File: src/rtl/hs_arb_pkg.sv
// hs_arb_pkg
//   Shared definitions for the hiscore / CPU work-RAM arbiter:
//   default parameter values, the arbiter state encoding and the
//   REQ watchdog limit used when HS_ARB_TIMEOUT_EN is defined.
package hs_arb_pkg;

   localparam int HS_ARB_AW_DEF     = 12;
   localparam int HS_ARB_DW_DEF     = 8;
   localparam int HS_ARB_SETTLE_DEF = 2;

   // Number of consecutive REQ cycles without a pause acknowledge
   // before the watchdog abandons the request.
   localparam int TIMEOUT_MAX = 65535;

   typedef enum logic [1:0] {
      ST_IDLE   = 2'd0,
      ST_REQ    = 2'd1,
      ST_GRANT  = 2'd2,
      ST_SETTLE = 2'd3
   } arb_state_t;

endpackage

File: src/rtl/hs_ram_arbiter.sv
// hs_ram_arbiter
//   Shares one synchronous work-RAM port between the CPU and the hiscore
//   engine. The hiscore side asks the CPU to pause, takes the port once the
//   pause is acknowledged, and keeps it for SETTLE cycles after its intent
//   drops so trailing accesses complete cleanly.
//
//   state     | meaning
//   ----------+-----------------------------------------------------------
//   ST_IDLE   | CPU owns the RAM port, no pause requested
//   ST_REQ    | pause_req high, waiting for paused
//   ST_GRANT  | hiscore owns the RAM port while intent is held
//   ST_SETTLE | hiscore still owns the port, counting down before release
//
// Ports
//   clk_sys, reset_n                 clock, synchronous active-low reset
//   cpu_addr/cpu_wdata/cpu_we        CPU RAM request
//   hs_address/hs_data_in/
//   hs_write_enable                  hiscore RAM request
//   hs_access_read/hs_access_write   hiscore intent
//   paused                           CPU pause acknowledge
//   ram_rdata                        RAM read data (1-cycle latency)
//   ram_addr/ram_wdata/ram_we        muxed RAM port
//   hs_data_out                      registered read data to hiscore
//   pause_req, hs_grant              arbitration status
//   hs_timeout                       REQ watchdog pulse (HS_ARB_TIMEOUT_EN only)
//
// Build option
//   HS_ARB_TIMEOUT_EN : adds a 16-bit watchdog on ST_REQ and the hs_timeout
//                       output. Undefined: ST_REQ waits indefinitely.
module hs_ram_arbiter
   import hs_arb_pkg::*;
#(
   parameter int AW     = HS_ARB_AW_DEF,
   parameter int DW     = HS_ARB_DW_DEF,
   parameter int SETTLE = HS_ARB_SETTLE_DEF
) (
   input  logic          clk_sys,
   input  logic          reset_n,
   input  logic [AW-1:0] cpu_addr,
   input  logic [DW-1:0] cpu_wdata,
   input  logic          cpu_we,
   input  logic [AW-1:0] hs_address,
   input  logic [DW-1:0] hs_data_in,
   input  logic          hs_write_enable,
   input  logic          hs_access_read,
   input  logic          hs_access_write,
   input  logic          paused,
   input  logic [DW-1:0] ram_rdata,
   output logic [AW-1:0] ram_addr,
   output logic [DW-1:0] ram_wdata,
   output logic          ram_we,
   output logic [DW-1:0] hs_data_out,
   output logic          pause_req,
   output logic          hs_grant
`ifdef HS_ARB_TIMEOUT_EN
   ,
   output logic          hs_timeout
`endif
);

   localparam logic [3:0] SETTLE_LOAD = 4'(SETTLE - 1);

   arb_state_t  state;
   logic [3:0]  settle_cnt;
   logic        rd_valid;
   logic        intent;

`ifdef HS_ARB_TIMEOUT_EN
   localparam logic [15:0] WD_LAST = 16'(TIMEOUT_MAX - 1);
   logic [15:0] wd_cnt;
`endif

   assign intent    = hs_access_read | hs_access_write;
   assign pause_req = (state != ST_IDLE);
   assign hs_grant  = (state == ST_GRANT) || (state == ST_SETTLE);

   always_comb begin
      ram_addr  = cpu_addr;
      ram_wdata = cpu_wdata;
      ram_we    = cpu_we;
      if (hs_grant) begin
         ram_addr  = hs_address;
         ram_wdata = hs_data_in;
         ram_we    = hs_write_enable;
      end
   end

   always_ff @(posedge clk_sys) begin
      if (!reset_n) begin
         state       <= ST_IDLE;
         settle_cnt  <= '0;
         rd_valid    <= 1'b0;
         hs_data_out <= '0;
`ifdef HS_ARB_TIMEOUT_EN
         wd_cnt      <= '0;
         hs_timeout  <= 1'b0;
`endif
      end else begin
         // RAM data lags the address by one cycle, so capture on the
         // cycle after a granted address was presented.
         rd_valid <= hs_grant;
         if (rd_valid) begin
            hs_data_out <= ram_rdata;
         end
`ifdef HS_ARB_TIMEOUT_EN
         hs_timeout <= 1'b0;
`endif
         case (state)
            ST_IDLE: begin
               if (intent) begin
                  state <= ST_REQ;
`ifdef HS_ARB_TIMEOUT_EN
                  wd_cnt <= '0;
`endif
               end
            end
            ST_REQ: begin
               if (!intent) begin
                  state <= ST_IDLE;
               end else if (paused) begin
                  state <= ST_GRANT;
               end
`ifdef HS_ARB_TIMEOUT_EN
               else if (wd_cnt == WD_LAST) begin
                  state      <= ST_IDLE;
                  hs_timeout <= 1'b1;
               end else begin
                  wd_cnt <= wd_cnt + 16'd1;
               end
`endif
            end
            ST_GRANT: begin
               // Losing paused here is deliberately ignored: the hiscore
               // side keeps the port until it releases its intent.
               if (!intent) begin
                  settle_cnt <= SETTLE_LOAD;
                  state      <= ST_SETTLE;
               end
            end
            ST_SETTLE: begin
               if (intent) begin
                  state <= ST_GRANT;
               end else if (settle_cnt == 4'd0) begin
                  state <= ST_IDLE;
               end else begin
                  settle_cnt <= settle_cnt - 4'd1;
               end
            end
            default: state <= ST_IDLE;
         endcase
      end
   end

endmodule
File: config.mk
export PLATFORM = sky130hd
export DESIGN_NAME = hs_ram_arbiter
export DESIGN_NICKNAME = d
export VERILOG_FILES = /design/src/rtl/hs_arb_pkg.sv /design/src/rtl/hs_ram_arbiter.sv
export SDC_FILE = /design/constraint.sdc
export NUM_CORES = 1
export LEC_CHECK = 0
export BUFFER_PORTS_ARGS = -buffer_cell sky130_fd_sc_hd__buf_2
export CORE_ASPECT_RATIO = 1.5
export CORE_MARGIN = 2
export CORE_UTILIZATION = 36
export CTS_CLUSTER_SIZE = 25
export DETAILED_ROUTE_END_ITERATION = 10
export PLACE_DENSITY = 0.8
export SETUP_SLACK_MARGIN = 0.02
export SLEW_MARGIN = 10
export SYNTH_ARGS = -nofsm -noshare
export SYNTH_HDL_FRONTEND = slang
export SYNTH_SLANG_ARGS = --single-unit
File: constraint.sdc
create_clock -name clk_sys -period 1.6 [get_ports clk_sys]
set_input_delay 0.16 -clock clk_sys [delete_from_list [all_inputs] [get_ports clk_sys]]
set_output_delay 0.16 -clock clk_sys [all_outputs]
set_load 0.03 [all_outputs]
==> results_dict.tcl, run 1 <==
set metrics [dict create \
    yosys.area.top_type "dfxtp_1" \
    clock_insertion_delay_worst_skew_ns 0.28 \
    wl_per_cell_um 12.66 \
    diodes 0 \
    synth_top_area_share_pct 32.17 \
    end_kind "output pin" \
    synthArstFlopShare_pct 0 \
    p_sw_mw 0.3844 \
    drive_above_1_share_pct 66.86 \
    setup_viol 0 \
    max_clock_freq_ghz 0.6401 \
    power_density_nw_per_um2 760.3 \
    outcome "complete, but fails checks" \
    period_needed_ns 1.562 \
    avgSynthCellArea_sq_um 10.26 \
    combPwrFrac_pct 41.2 \
    grt.total_usage_pct 17.34 \
    routabilityCongestion 0.7838 \
    synth-simple-area-share_pct 16.22 \
    dieArea_sq_um 3025 \
    start_util_pct 38.10 \
    sequentialPowerShare_pct 38.9 \
    cp_max_fo 13 \
    yosysMostFrequentCell "mux2_2" \
    die_height_um 66.37 \
    wirelength_um 2520 \
    syn_to_final_growth_pct 49.60 \
    critPathMaxStageDelay_ns 0.39 \
    drt_iter0_markers 11 \
    post-place-ws_ns 0.1580 \
    hold_slack_ns 0.1358 \
    period_share_pct 97.64 \
    slowest_stage "dfxtp_4" \
    syn_area_sq_um 933.4 \
    yosys-top-cells-count "mux2_2 (21), dfxtp_1 (15), mux2i_1 (8), nor2b_1 (8)" \
    synth_top_family_by_area "multiplexers" \
    dp_hpwl_um 2154 \
    antenna_found_initial 0 \
    layout.nets 232 \
    worstSetupPathType "register to output pin" \
    hold_viol 0 \
    synth_xor_xnor_area_share_pct 0 \
    seq_area_frac_synth_pct 32.17 \
    htreeDepth 1 \
    drc 1 \
    syn_inst 91 \
    grt_max_degree 18 \
    die_w_um 45.58 \
    cts_hold_buf 0 \
    cts_buffers 3 \
    power_mw 1.062 \
    synth_compound_area_share_pct 11.13 \
    clkPwrFrac_pct 19.9 \
    yosysWarnings 0 \
    synthAdderAreaFrac_pct 1.340 \
    post_cts_buffers 0 \
    worstPathCellList "buf_4 -> mux2_2 -> buf_2" \
    p_leak_nw 0.6678 \
    num_rows 22 \
    clkSinkCount 15 \
    dpl.cell_count 195 \
    synth-seq-cells 15 \
    cts_tree "done" \
    cap_viol_max_count 0 \
    cp.arrival_ns 1.40 \
    slew_viol_final 0 \
    clockRootBuffer "clkbuf_4" \
    grt_overflow 0 \
    critPathLaunchType "register" \
    ys_top_cells_by_area "dfxtp_1 (32%), mux2_2 (25%), mux2i_1 (8.6%)" \
    swShare_pct 36.21 \
    synth_edf_count 0 \
    synth_cell_type_count 31 \
    cts_resized 2 \
    tightest_slew_ns 0.4266 \
    via_per_inst 5.176 \
    worst_slack_ns 0.03780 \
    failed_checks "DRC" \
    syn_nets 147 \
    rsz0062_at_grt "yes" \
    fin_cells 199 \
    io_buffers 85 \
    clock_skew_ns 0.009033 \
    synth.area.mux_share_pct 33.91 \
    clk_pin_slew_ns 0.09 \
    p_int_mw 0.6772 \
    required_ns 1.44 \
    relSlewSlack_pct 71.52 \
    coreArea_sq_um 2450 \
    grt_pass1_vias 1015 \
    synthFlopType "dfxtp_1" \
    r2r_slack_ns 0.12 \
    ant_nets 0 \
    grt_pass1_wl_um 3933 \
    drt-pass1-iter-count 7 \
    vdd_drop_max_v 0.0003978 \
    vias 1030 \
    clockBufferDepth 2 \
    ios 86 \
    hp-class "primary input to register" \
]
==> power by group through the flow <==
| stage | sequential, mW | combinational, mW | clock [mW] |
|---|---|---|---|
| global placement | 0.420 | 0.433 | 0 |
| detailed placement | 0.422 | 0.439 | 0 |
| global route | 0.417 | 0.465 | 0.239 |
| CTS | 0.414 | 0.441 | 0.216 |
| finish | 0.413 | 0.437 | 0.211 |
| floorplan | 0.419 | 0.300 | 0 |
==> cell usage in the layout, fill, tap and decap left out, drive strengths merged, types with 2 or more instances in the layout <==
cell type   n
nand2b      2
mux2       21
inv         3
dfxtp      15
o21a        2
nor2        2
nand2       3
a21boi      2
clkbuf      4
buf        87
mux2i       8
nor3b       2
a21oi       3
nor2b       8
==> metrics by stage <==
step,utilization (%),cell area (sq um),TNS [ns]
global route,57.00,1396,-0.1046
global placement,55.77,1366,0
finish,57.00,1396,0
detailed placement,55.77,1366,0
CTS,57.00,1396,0
floorplan,-,933.4,0
==> routing by layer <==
| metal | share of wire, % | track usage (%) |
|---|---|---|
| met4 | 2.5 | 5.515 |
| met3 | 10 | 2.186 |
| met1 | 34 | 16.17 |
| met2 | 53 | 35.39 |
| met5 | 0 | 0 |
==> worst max-delay path, delay by kind of cell, from the launching register on <==
kind                   cells  cell delay (ns)
muxes                      1             0.35
buffers and inverters      2             0.38
DFF                        1             0.39
==> registers in the layout, indices dropped and copies added, names as in the netlist, named ones only <==
name         flops
rd_valid         1
state            1
settle_cnt       4
hs_data_out      8
==> worst paths after layout <==
path                                     start        endpoint  cells past startpoint
worst min register to register  hs_data_out[1]  hs_data_out[1]                      2
worst max-delay path                  register    ram_wdata[6]                      3
worst min-delay path              ram_rdata[7]  hs_data_out[7]                      3
worst max register to register   settle_cnt[0]   settle_cnt[0]                      5
==> logic make-up (layout without fill, tap and decap cells) <==
group                      count (synthesis)  count (layout)
DFF                                       15              15
AOI/OAI and AO/OA                         13              13
muxes                                     29              29
adders and majority gates                  1               1
and+or+nand+nor                           23              23
buffers and inverters                     10              94
==> area by class of cell <==
| class | count | area, sq um |
|---|---|---|
| inverter | 3 | 11.26 |
| timing repair buffer | 87 | 440.4 |
| fill | 234 | 1054 |
| tap | 24 | 30.03 |
| multi-input combinational | 66 | 584.3 |
| clock buffer | 4 | 26.28 |
| sequential | 15 | 304.0 |
No activity file was read; power rests on OpenSTA's default activity.
==> run 2, diff against run 1 <==
--- a/config.mk
+++ b/config.mk
@@ -9,6 +9,7 @@
 export CORE_ASPECT_RATIO = 1.5
 export CORE_MARGIN = 2
 export CORE_UTILIZATION = 36
+export CTS_CLUSTER_DIAMETER = 120
 export CTS_CLUSTER_SIZE = 25
 export DETAILED_ROUTE_END_ITERATION = 10
 export PLACE_DENSITY = 0.8
==> constraint.sdc (replaced) <==
create_clock -name clk_sys -period 1.6 [get_ports clk_sys]
set_input_delay 0.08 -clock clk_sys [delete_from_list [all_inputs] [get_ports clk_sys]]
set_output_delay 0.08 -clock clk_sys [all_outputs]
set_load 0.03 [all_outputs]
==> results_dict.tcl, run 2 (synthesis results as in run 1) <==
set metrics [dict create \
    outcome "complete, but fails checks" \
    failed_checks "DRC" \
    slowest_stage "dfxtp_1" \
    mostFrequentLayoutCells "buf_2 (85), mux2_2 (21), dfxtp_1 (15)" \
    via_per_inst 5.101 \
    tightest_slew_ns 0.4351 \
    drt_iter0_markers 5 \
    die_w_um 45.58 \
    grt.total_usage_pct 15.81 \
    combPwrFrac_pct 41.6 \
    grt_overflow 0 \
    hold_depth 3 \
    critPathLaunchType "register" \
    reg2reg_from "settle_cnt[0]" \
    setup_tns_ns 0 \
    slew_viol_final 0 \
    die_height_um 66.37 \
    p_int_mw 0.6783 \
    fill_cells 238 \
    dieArea_sq_um 3025 \
    period_needed_ns 1.499 \
    clock_insertion_delay_worst_skew_ns 0.28 \
    drive_above_1_share_pct 66.29 \
    grt_pass1_vias 951 \
    required_ns 1.52 \
    top_regs "hs_data_out x8, settle_cnt x4" \
    cts_hold_buf 0 \
    hold_viol 0 \
    num_rows 22 \
    setup_viol 0 \
    rr_worst_depth 5 \
    wirelength_um 2542 \
    vias 1015 \
    reg2reg_to "settle_cnt[0]" \
    clockRootBuffer "clkbuf_4" \
    ios 86 \
    dp_hpwl_um 2176 \
    seq_area_sq_um 300.3 \
    clkSinkCount 15 \
    cts_tree "done" \
    critPathTopFamily "flip-flops" \
    multiInputGateArea_sq_um 584.3 \
    power_density_nw_per_um2 759.8 \
    worstSetupPathType "register to output pin" \
    cp_max_fo 18 \
    vdd_drop_max_v 0.0004364 \
    min_from "ram_rdata[2]" \
    rsz0062_at_grt "no" \
    end_kind "output pin" \
    swShare_pct 36.07 \
    cp_num_buf_inv 2 \
    io_buffers 85 \
    cts_buffers 3 \
    max_clock_freq_ghz 0.6669 \
    clk_pin_slew_ns 0.08 \
    hold_end "hs_data_out[2]" \
    coreArea_sq_um 2450 \
    period_share_pct 93.71 \
    power_mw 1.061 \
    grt_pass1_wl_um 3622 \
    worstPathCellList "buf_6 -> mux2_2 -> buf_2" \
    p_leak_nw 0.6680 \
    hp-class "primary input to register" \
    clkPwrFrac_pct 19.7 \
    r2r_slack_ns 0.20 \
    max_flop_register "hs_data_out" \
    ant_nets 0 \
    clockBufferDepth 2 \
    diodes 0 \
    layout.nets 232 \
    relSlewSlack_pct 70.95 \
    clock_skew_ns 0.003536 \
    grt_max_degree 19 \
    layout_commonest_cell "buf_2" \
    critPathMaxStageDelay_ns 0.40 \
    routabilityCongestion 0.7839 \
    p_sw_mw 0.3826 \
    syn_to_final_growth_pct 49.60 \
    wl_per_cell_um 12.77 \
    cp.arrival_ns 1.42 \
    antenna_found_initial 0 \
    sequentialPowerShare_pct 38.7 \
    cap_viol_max_count 0 \
    drc 1 \
    largest_reg_flops 8 \
    start_util_pct 38.10 \
    htreeDepth 1 \
    drt-pass1-iter-count 7 \
]
==> run 2: power by group through the flow <==
| stage | logic [mW] | clock network (mW) | registers (mW) |
|---|---|---|---|
| after global routing | 0.471 | 0.228 | 0.413 |
| after CTS | 0.443 | 0.218 | 0.410 |
| after detailed placement | 0.442 | 0 | 0.419 |
| final | 0.442 | 0.209 | 0.411 |
| after floorplan | 0.300 | 0 | 0.419 |
| after global placement | 0.434 | 0 | 0.417 |
==> run 2: worst max path at each step <==
stage | slack, ns | depth (start not counted) | endpoint | startpoint
2_1_floorplan | 0.34 | 5 | settle_cnt[0] | settle_cnt[0]
3_3_place_gp | 0.29 | 5 | settle_cnt[0] | settle_cnt[0]
3_5_place_dp | 0.22 | 5 | settle_cnt[0] | settle_cnt[0]
4_1_cts | 0.05 | 3 | ram_addr[5] | register
5_1_grt | 0.06 | 3 | ram_addr[6] | register
6_report | 0.10 | 3 | ram_addr[5] | register
==> run 2: metal layers <==
| layer | share of wire (%) | routed length (um) | vias up | global-route usage, % |
|---|---|---|---|---|
| met5 | 0 | 0 | - | 0 |
| met4 | 1.5 | 38 | 0 | 6.618 |
| met3 | 10 | 256 | 4 | 2.186 |
| met2 | 55 | 1394 | 67 | 31.51 |
| met1 | 34 | 852 | 452 | 14.64 |
| li1 | - | - | 492 | - |
==> run 2: timing repair <==
| item | CTS | global route |
|---|---|---|
| endpoints found under the setup margin | 0 | 4 |
| endpoints found under the hold margin | 0 | 0 |
| setup buffers | 0 | 0 |
| gates resized for setup | 0 | 1 |
==> run 2: worst register-to-register path: stages (launching register included) <==
cell	delay, ns
dfxtp_1	0.36
inv_1	0.07
ha_1	0.17
nor3b_2	0.34
a21oi_4	0.10
o221a_1	0.26
==> run 2: per-stage QoR <==
stage	util [%]	hold slack, ns	setup slack [ns]	std cells	area (sq um)
final	57.00	0.06102	0.1006	199	1396
after global routing	57.00	0.08177	0.05943	199	1396
after CTS	56.84	0.05436	0.04853	199	1393
after detailed placement	55.77	0.3462	0.2176	195	1366
after global placement	55.77	0.3418	0.2873	195	1366
after floorplan	-	0.2082	0.3352	91	933.4
==> run 2: cell type report <==
cell class | count | area share (%)
well taps | 24 | 2.151
inverters | 3 | 0.8065
clock buffers | 4 | 1.882
multi-input cells | 66 | 41.85
repair buffers | 87 | 31.81
flip-flops and latches | 15 | 21.51
